`config.mk`:
```
export PLATFORM = sky130hd
export DESIGN_NAME = fifo_rd_prefetch
export DESIGN_NICKNAME = d
export VERILOG_FILES = /design/src/rtl/fifo_pkg.sv /design/src/rtl/fifo_rd_prefetch.sv
export SDC_FILE = /design/constraint.sdc
export NUM_CORES = 1
export LEC_CHECK = 0
export BUFFER_PORTS_ARGS = -buffer_cell sky130_fd_sc_hd__clkbuf_2
export CORE_MARGIN = 3
export CORE_UTILIZATION = 53
export CTS_CLUSTER_DIAMETER = 60
export DETAILED_ROUTE_END_ITERATION = 12
export PLACE_DENSITY = 0.88
export SYNTH_ARGS = -nofsm -noshare
export SYNTH_HDL_FRONTEND = slang
export SYNTH_SLANG_ARGS = --single-unit
```
`constraint.sdc`:
```
create_clock -name rclk -period 2.4 [get_ports rclk]
set_input_delay 0.12 -clock rclk [delete_from_list [all_inputs] [get_ports rclk]]
set_output_delay 0.12 -clock rclk [all_outputs]
set_load 0.03 [all_outputs]
```
`src/rtl/fifo_pkg.sv`:
```
// Shared types and defaults for the FIFO read-side prefetch block.
package fifo_pkg;

  localparam int unsigned DEF_DATA_WIDTH = 8;
  localparam int unsigned DEF_CNT_WIDTH  = 16;

  // Encoding equals the number of buffered words.
  typedef enum logic [1:0] {
    OCC_EMPTY = 2'd0,
    OCC_ONE   = 2'd1,
    OCC_TWO   = 2'd2
  } occ_t;

  function automatic logic [1:0] occ_count(input occ_t o);
    return 2'(o);
  endfunction

endpackage

```
`src/rtl/fifo_rd_prefetch.sv`:
```
// Read-side FIFO consumer: turns the r_en/data_out/empty pull interface into a
// valid/ready stream through a 2-entry (head/skid) prefetch buffer.
module fifo_rd_prefetch
  import fifo_pkg::*;
#(
  parameter int unsigned DATA_WIDTH = DEF_DATA_WIDTH,
  parameter int unsigned CNT_WIDTH  = DEF_CNT_WIDTH
) (
  input  logic                  rclk,
  input  logic                  rrst_n,
  input  logic                  fifo_empty,
  input  logic [DATA_WIDTH-1:0] fifo_data,
  output logic                  fifo_r_en,
  input  logic                  flush,
  output logic                  m_valid,
  input  logic                  m_ready,
  output logic [DATA_WIDTH-1:0] m_data,
  output logic [CNT_WIDTH-1:0]  word_cnt
);

  occ_t                  r_occ;
  occ_t                  w_occ_nxt;
  logic                  r_inflight;
  logic                  r_drop;
  logic [DATA_WIDTH-1:0] r_head;
  logic [DATA_WIDTH-1:0] r_skid;
  logic [DATA_WIDTH-1:0] w_head_nxt;
  logic [DATA_WIDTH-1:0] w_skid_nxt;
  logic [CNT_WIDTH-1:0]  r_word_cnt;
  logic                  w_pop;
  logic                  w_cap;
  logic [2:0]            w_level;

  assign m_valid  = (r_occ != OCC_EMPTY);
  assign m_data   = r_head;
  assign word_cnt = r_word_cnt;

  assign w_pop = m_valid & m_ready;
  // A word landing during flush is discarded along with the buffer contents.
  assign w_cap = r_inflight & ~r_drop & ~flush;

  // Projected occupancy after this cycle, counting the word already in flight.
  assign w_level   = {1'b0, occ_count(r_occ)} + {2'b00, r_inflight} - {2'b00, w_pop};
  // rrst_n gating keeps the FIFO untouched while reset is held.
  assign fifo_r_en = rrst_n & ~fifo_empty & ~flush & (w_level < 3'd2);

  // Next occupancy and head/skid contents from capture and pop.
  always_comb begin
    w_occ_nxt  = r_occ;
    w_head_nxt = r_head;
    w_skid_nxt = r_skid;
    if (flush) begin
      w_occ_nxt = OCC_EMPTY;
    end else begin
      case (r_occ)
        OCC_EMPTY: begin
          if (w_cap) begin
            w_head_nxt = fifo_data;
            w_occ_nxt  = OCC_ONE;
          end
        end
        OCC_ONE: begin
          if (w_cap && w_pop) begin
            w_head_nxt = fifo_data;
          end else if (w_cap) begin
            w_skid_nxt = fifo_data;
            w_occ_nxt  = OCC_TWO;
          end else if (w_pop) begin
            w_occ_nxt = OCC_EMPTY;
          end
        end
        OCC_TWO: begin
          if (w_pop) begin
            w_head_nxt = r_skid;
            if (w_cap) begin
              w_skid_nxt = fifo_data;
            end else begin
              w_occ_nxt = OCC_ONE;
            end
          end
        end
        default: w_occ_nxt = OCC_EMPTY;
      endcase
    end
  end

  // State, buffer, in-flight tracking and delivered-word counter.
  always_ff @(posedge rclk or negedge rrst_n) begin
    if (!rrst_n) begin
      r_occ      <= OCC_EMPTY;
      r_inflight <= 1'b0;
      r_drop     <= 1'b0;
      r_head     <= '0;
      r_skid     <= '0;
      r_word_cnt <= '0;
    end else begin
      r_occ      <= w_occ_nxt;
      r_inflight <= fifo_r_en;
      r_drop     <= flush & r_inflight;
      r_head     <= w_head_nxt;
      r_skid     <= w_skid_nxt;
      if (w_pop) begin
        r_word_cnt <= r_word_cnt + CNT_WIDTH'(1);
      end
    end
  end

  // The read-issue rule guarantees a full buffer never receives a word without a pop.
  a_no_overflow: assert property (@(posedge rclk) disable iff (!rrst_n)
    !((r_occ == OCC_TWO) && w_cap && !w_pop));

endmodule

```
; Word-level counts from Yosys, hierarchy flattened
; Index checks and enable logic that the tools add are counted.
; Widths: inputs -> output; s select.
[op_classes]
eq_ne = 11
reduce_logical = 8
bitwise = 10
magnitude_cmp = 1
muxes = 16
n_addsub = 3
[ops]
columns = operator, count
row1 = $mux 8, 6
row2 = $pmux 8 s3, 1
row3 = $add 16x1->16 const B, 1
row4 = $pmux 8 s2, 1
row5 = $mux 2, 7
row6 = $ne 3x3->1 const B, 4
row7 = $reduce_and 5->1, 2
row8 = $ne 2x2->1 const B, 4
row9 = $and 1x1->1, 7
row10 = $pmux 2 s3, 1
row11 = $ne 4x4->1 const B, 1
row12 = $reduce_and 4->1, 1
row13 = $reduce_bool 2->1, 2
row14 = $add 2x1->3, 1
row15 = $lt 3x2->1 const B, 1
row16 = $not 1->1, 3
row17 = $reduce_bool 3->1, 1
row18 = $sub 3x1->3, 1
row19 = $eq 2x1->1 const B, 1
row20 = $eq 2x2->1 const B, 1
row21 = $logic_not 2->1, 1
row22 = $logic_and 1x1->1, 1
[word_totals]
wordCells = 55
reg_bits = 36

; Depth between registers and ports, before layout
[logic_depth]
word_depth = 7
mapped_depth = 7

; Least setup slack after synthesis
; OpenSTA, ideal clock, no wires.
[synth_timing]
path_type = reg-to-reg
startpoint = register r_occ[1]
endpoint = register r_inflight
path_buffers = 1
required_time_ns = 2.167
setup_time_ns = 0.233
arrival_ns = 2.694
period_less_slack_ns = 2.927
path_slack_ns = -0.527
stages_incl_launch_ff = 8
cell_sequence = dfrtp_1 -> buf_4 -> or2_2 -> nand2_1 -> nor2_1 -> fa_1 -> nand2_1 -> nor4_1
[synth_between]
elab_chain_cells = 5
elab_cells_between_ends = 6
[synth_rtl]
columns = item, line_no
row1 = "start, declared", fifo_rd_prefetch.sv:21  ; occ_t r_occ;
row2 = "start signal, assigned", fifo_rd_prefetch.sv:97  ; r_occ <= w_occ_nxt;
row3 = $reduce_bool 2->1, fifo_rd_prefetch.sv:34  ; assign m_valid = (r_occ != OCC_EMPTY);
row4 = via m_valid, fifo_rd_prefetch.sv:15  ; output logic m_valid,
row5 = $and 1x1->1, fifo_rd_prefetch.sv:38  ; assign w_pop = m_valid & m_ready;
row6 = $sub 3x1->3, fifo_rd_prefetch.sv:43  ; assign w_level = {1'b0, occ_count(r_occ)} + {2'b00, r_inflight} - {2'b00, w_pop};
row7 = $lt 3x2->1, fifo_rd_prefetch.sv:45  ; assign fifo_r_en = rrst_n & ~fifo_empty & ~flush & (w_level < 3'd2);
row8 = $and 1x1->1, fifo_rd_prefetch.sv:45
row9 = via fifo_r_en, fifo_rd_prefetch.sv:13  ; output logic fifo_r_en,
row10 = "end signal, assigned", fifo_rd_prefetch.sv:98  ; r_inflight <= fifo_r_en;
row11 = "end, declared", fifo_rd_prefetch.sv:23  ; logic r_inflight;
; The timed path passes the listed nets, and every way through them passes these cells.
; A chain may end at the register's enable or synchronous reset.

; Worst setup path in the final report
[layout_timing]
startpoint = register r_occ[1]
endpoint = output port fifo_r_en
[layout_between]
elab_chain_cells = 5
elab_cells_between_ends = 6
[layout_rtl]
columns = item, line_no
row1 = branches (longest 2 deep; another with $add 2x1->3), n/a
row2 = $sub 3x1->3 *, fifo_rd_prefetch.sv:43
row3 = $lt 3x2->1 *, fifo_rd_prefetch.sv:45
row4 = $and 1x1->1 *, fifo_rd_prefetch.sv:45
row5 = "end, declared", fifo_rd_prefetch.sv:13
; Mark *: on every way between the ends.

==> impl_metrics.yaml <==
detailed_routing:
  drt-initial-drc-count: 37
  viasPerCell: 5.122
  wirelength_mm: 3.235
  drtPass1Iterations: 4
  wl_per_cell_um: 14.13
  drc: 0
  routed-via-count: 1173
  drtAntennaViolNets: 0
grt:
  top_usage_layer: "met2"
  grtUsageMet2: 0.3307
  grt_pass1_vias: 1338
  grt_max_degree: 37
  grt_pass1_wl_mm: 5.851
  grt_antenna_before_repair: 0
  grt_overflow_total: 0
  gr-usage-met1: 0.2099
  grtUsageTotal: 0.1890
  grtUsageMet3: 0.06475
clock_network:
  clk_path_buf_depth: 2
  path_clk_slew_ns: 0.10
  h-tree-depth: 2
  cts_buffers: 5
  clk_latency_ns: 0.34
  cts.sinks: 36
  cts_tree: "yes"
  cts_root_buf: "clkbuf_4"
synthesis:
  synth.top_cell.area_share: 0.5255
  yosysTopAreaCell: "dfrtp_1"
  ys_seq_elements: 36
  async_flop_share: 1.000
  syn-instance-count: 136
  syn_area_per_cell_um2: 12.60
  synth_area_mm2: 0.001714
  synth_edf_count: 0
  yosysWarnings: 0
  ys.flop_type: "dfrtp_1"
  synth_nets: 151
  synthTopCellsByArea: "dfrtp_1 (53%), mux2_2 (11%), mux2_4 (7.0%)"
  ys_seq_area_frac: 0.5255
  netlist-cell-type-count: 33
final_layout:
  fillers: 237
  antenna_cells: 0
  drive_gt1_frac: 0.4378
  nets: 199
  area_growth_pct: 22.04
  fin_cells: 229
  final_util: 0.6797
  design_area_mm2: 0.002092
critical_path:
  cp-start-kind: "register"
  path_class: "register to output pin"
  worstPathArrival_ns: 2.16
  r2r_cells: 5
  reg2reg_setup_slack_ns: 0.31
  startpoint: "r_occ[1]"
  rr_startpoint: "r_occ[1]"
  cp_max_fo: 3
  cp.required_ns: 2.28
  cp-end-kind: "output pin"
  crit-reg2reg-capture: "r_skid[7]"
sta:
  worst_pin_slew_ns: 0.4997
  rsz0062_at_grt: "no"
  final.setup.tns_ns: 0
  slew_headroom: 0.6669
  hold_violations: 0
  fin_crit_sh: 0.9516
  fin_hold_ws_ns: 0.02161
  fmax_ghz: 0.4379
  finClkSkew_ns: 0.01039
  finalCriticalPeriod_ns: 2.284
  setup_viol: 0
  setup_slack_ns: 0.1162
  slew_viol_final: 0
place:
  placed_cells: 217
  routabilityCongestion: 0.7947
  dp_hpwl_mm: 2.416
  placed_cell_area_mm2: 0.001969
  dp_slack_ns: 0.2334
  io_buffer_count: 38
power_and_ir_drop:
  ir_worst_vdd_uv: 604.2
  leakage_nw: 1.083
  p_total_mw: 1.550
  powerDensity_mw_per_mm2: 741.0
floorplan:
  chipWidth_um: 62.87
  dieArea_mm2: 0.003953
  die_h_um: 62.87
  initial_core_util: 0.5569
  rows: 20
  core_mm2: 0.003078
  io_pins: 39
worst_hold_path:
  hold_end: "r_skid[5]"
  min-delay-start: "fifo_data[5]"
  hold_path.class: "primary input to register"
  min_path_cells: 2
outcome:
  status: "complete, no violations"
job:
  max_cap_violations: 0
per-layer routing:
| layer | part of all wire | routed length [um] | up-vias |
|---|---|---|---|
| met2 | 0.51 | 1666 | 24 |
| met1 | 0.43 | 1391 | 577 |
| met4 | 0.014 | 44 | 0 |
| met3 | 0.041 | 132 | 7 |
| li1 | - | - | 565 |
| met5 | 0 | 0 | - |
logic make-up (layout without fill, tap and decap cells):
logic type,after synthesis,after routing,share of synthesized area
compound gates,6,6,0.02993
xor+xnor,17,17,0.08687
fa+ha+maj,2,2,0.01898
buf+inv,8,57,0.02481
flops,36,36,0.5255
mux,26,26,0.1876
simple gates,41,41,0.1263
Yosys cell counts (2+ instances only):
cell,instances
dfrtp_1,36
mux2_2,16
xor2_1,9
mux2_4,8
nand2_1,8
nor2_1,8
xnor2_1,8
inv_1,4
nand3_1,4
buf_4,3
nand4_1,3
nor3_1,3
and2_1,2
nand2b_1,2
nor2b_1,2
nor4_1,2
or2_2,2
how the worst max path moves through the flow:
stage | end | slack [ns] | cells past startpoint
6_report | fifo_r_en | 0.12 | 7
5_1_grt | fifo_r_en | 0.04 | 7
2_1_floorplan | r_inflight | 0.06 | 7
3_5_place_dp | fifo_r_en | 0.23 | 7
3_3_place_gp | fifo_r_en | 0.34 | 7
4_1_cts | fifo_r_en | 0.0007 | 7
cell usage in the layout, fill, tap and decap left out, types with 2 or more instances in the layout:
master,netlist,final
and2_1,2,2
buf_4,3,6
clkbuf_2,0,37
clkbuf_4,0,5
dfrtp_1,36,36
inv_1,4,4
mux2_2,16,16
mux2_4,8,8
nand2_1,8,7
nand2b_1,2,2
nand3_1,4,4
nand4_1,3,3
nor2_1,8,8
nor2b_1,2,2
nor3_1,3,3
xnor2_1,8,8
xor2_1,9,9
report_power, final:
group	internal, mW	switching [mW]	total, mW
logic	0.145	0.237	0.383
clock network	0.218	0.198	0.416
registers	0.687	0.0642	0.751
worst max-delay path, cell delays in order (launching register included):
cell	delay (ns)
dfrtp_1	0.39
or2_4	0.27
nand2_2	0.08
nor2_1	0.06
fa_1	0.50
nand2_1	0.08
nor4_4	0.24
clkbuf_8	0.21
timing repair:
item                       4_1_cts  5_1_grt
gates cloned                     0        0
setup buffers                    3        0
hold endpoints to repair        36        0
setup endpoints to repair        1        1
hold buffers                     1        0
pin swaps                        1        1
gates resized for setup          3        1
layout make-up:
type,instances,area (um^2),area share
clock buffers,6,41.29,0.01974
clock inverters,2,35.03,0.01675
inverters,4,15.01,0.007177
multi-input cells,92,790.8,0.3780
flip-flops and latches,36,900.9,0.4306
well taps,44,55.05,0.02632
repair buffers,45,254.0,0.1214
sequential cells by signal, summed over array words and instances (netlist names):
name and flops:
word_cnt 16, m_data 8, r_skid 8, r_occ 2
r_drop 1, r_inflight 1
Note: power is estimated with default switching activity, not from simulation.
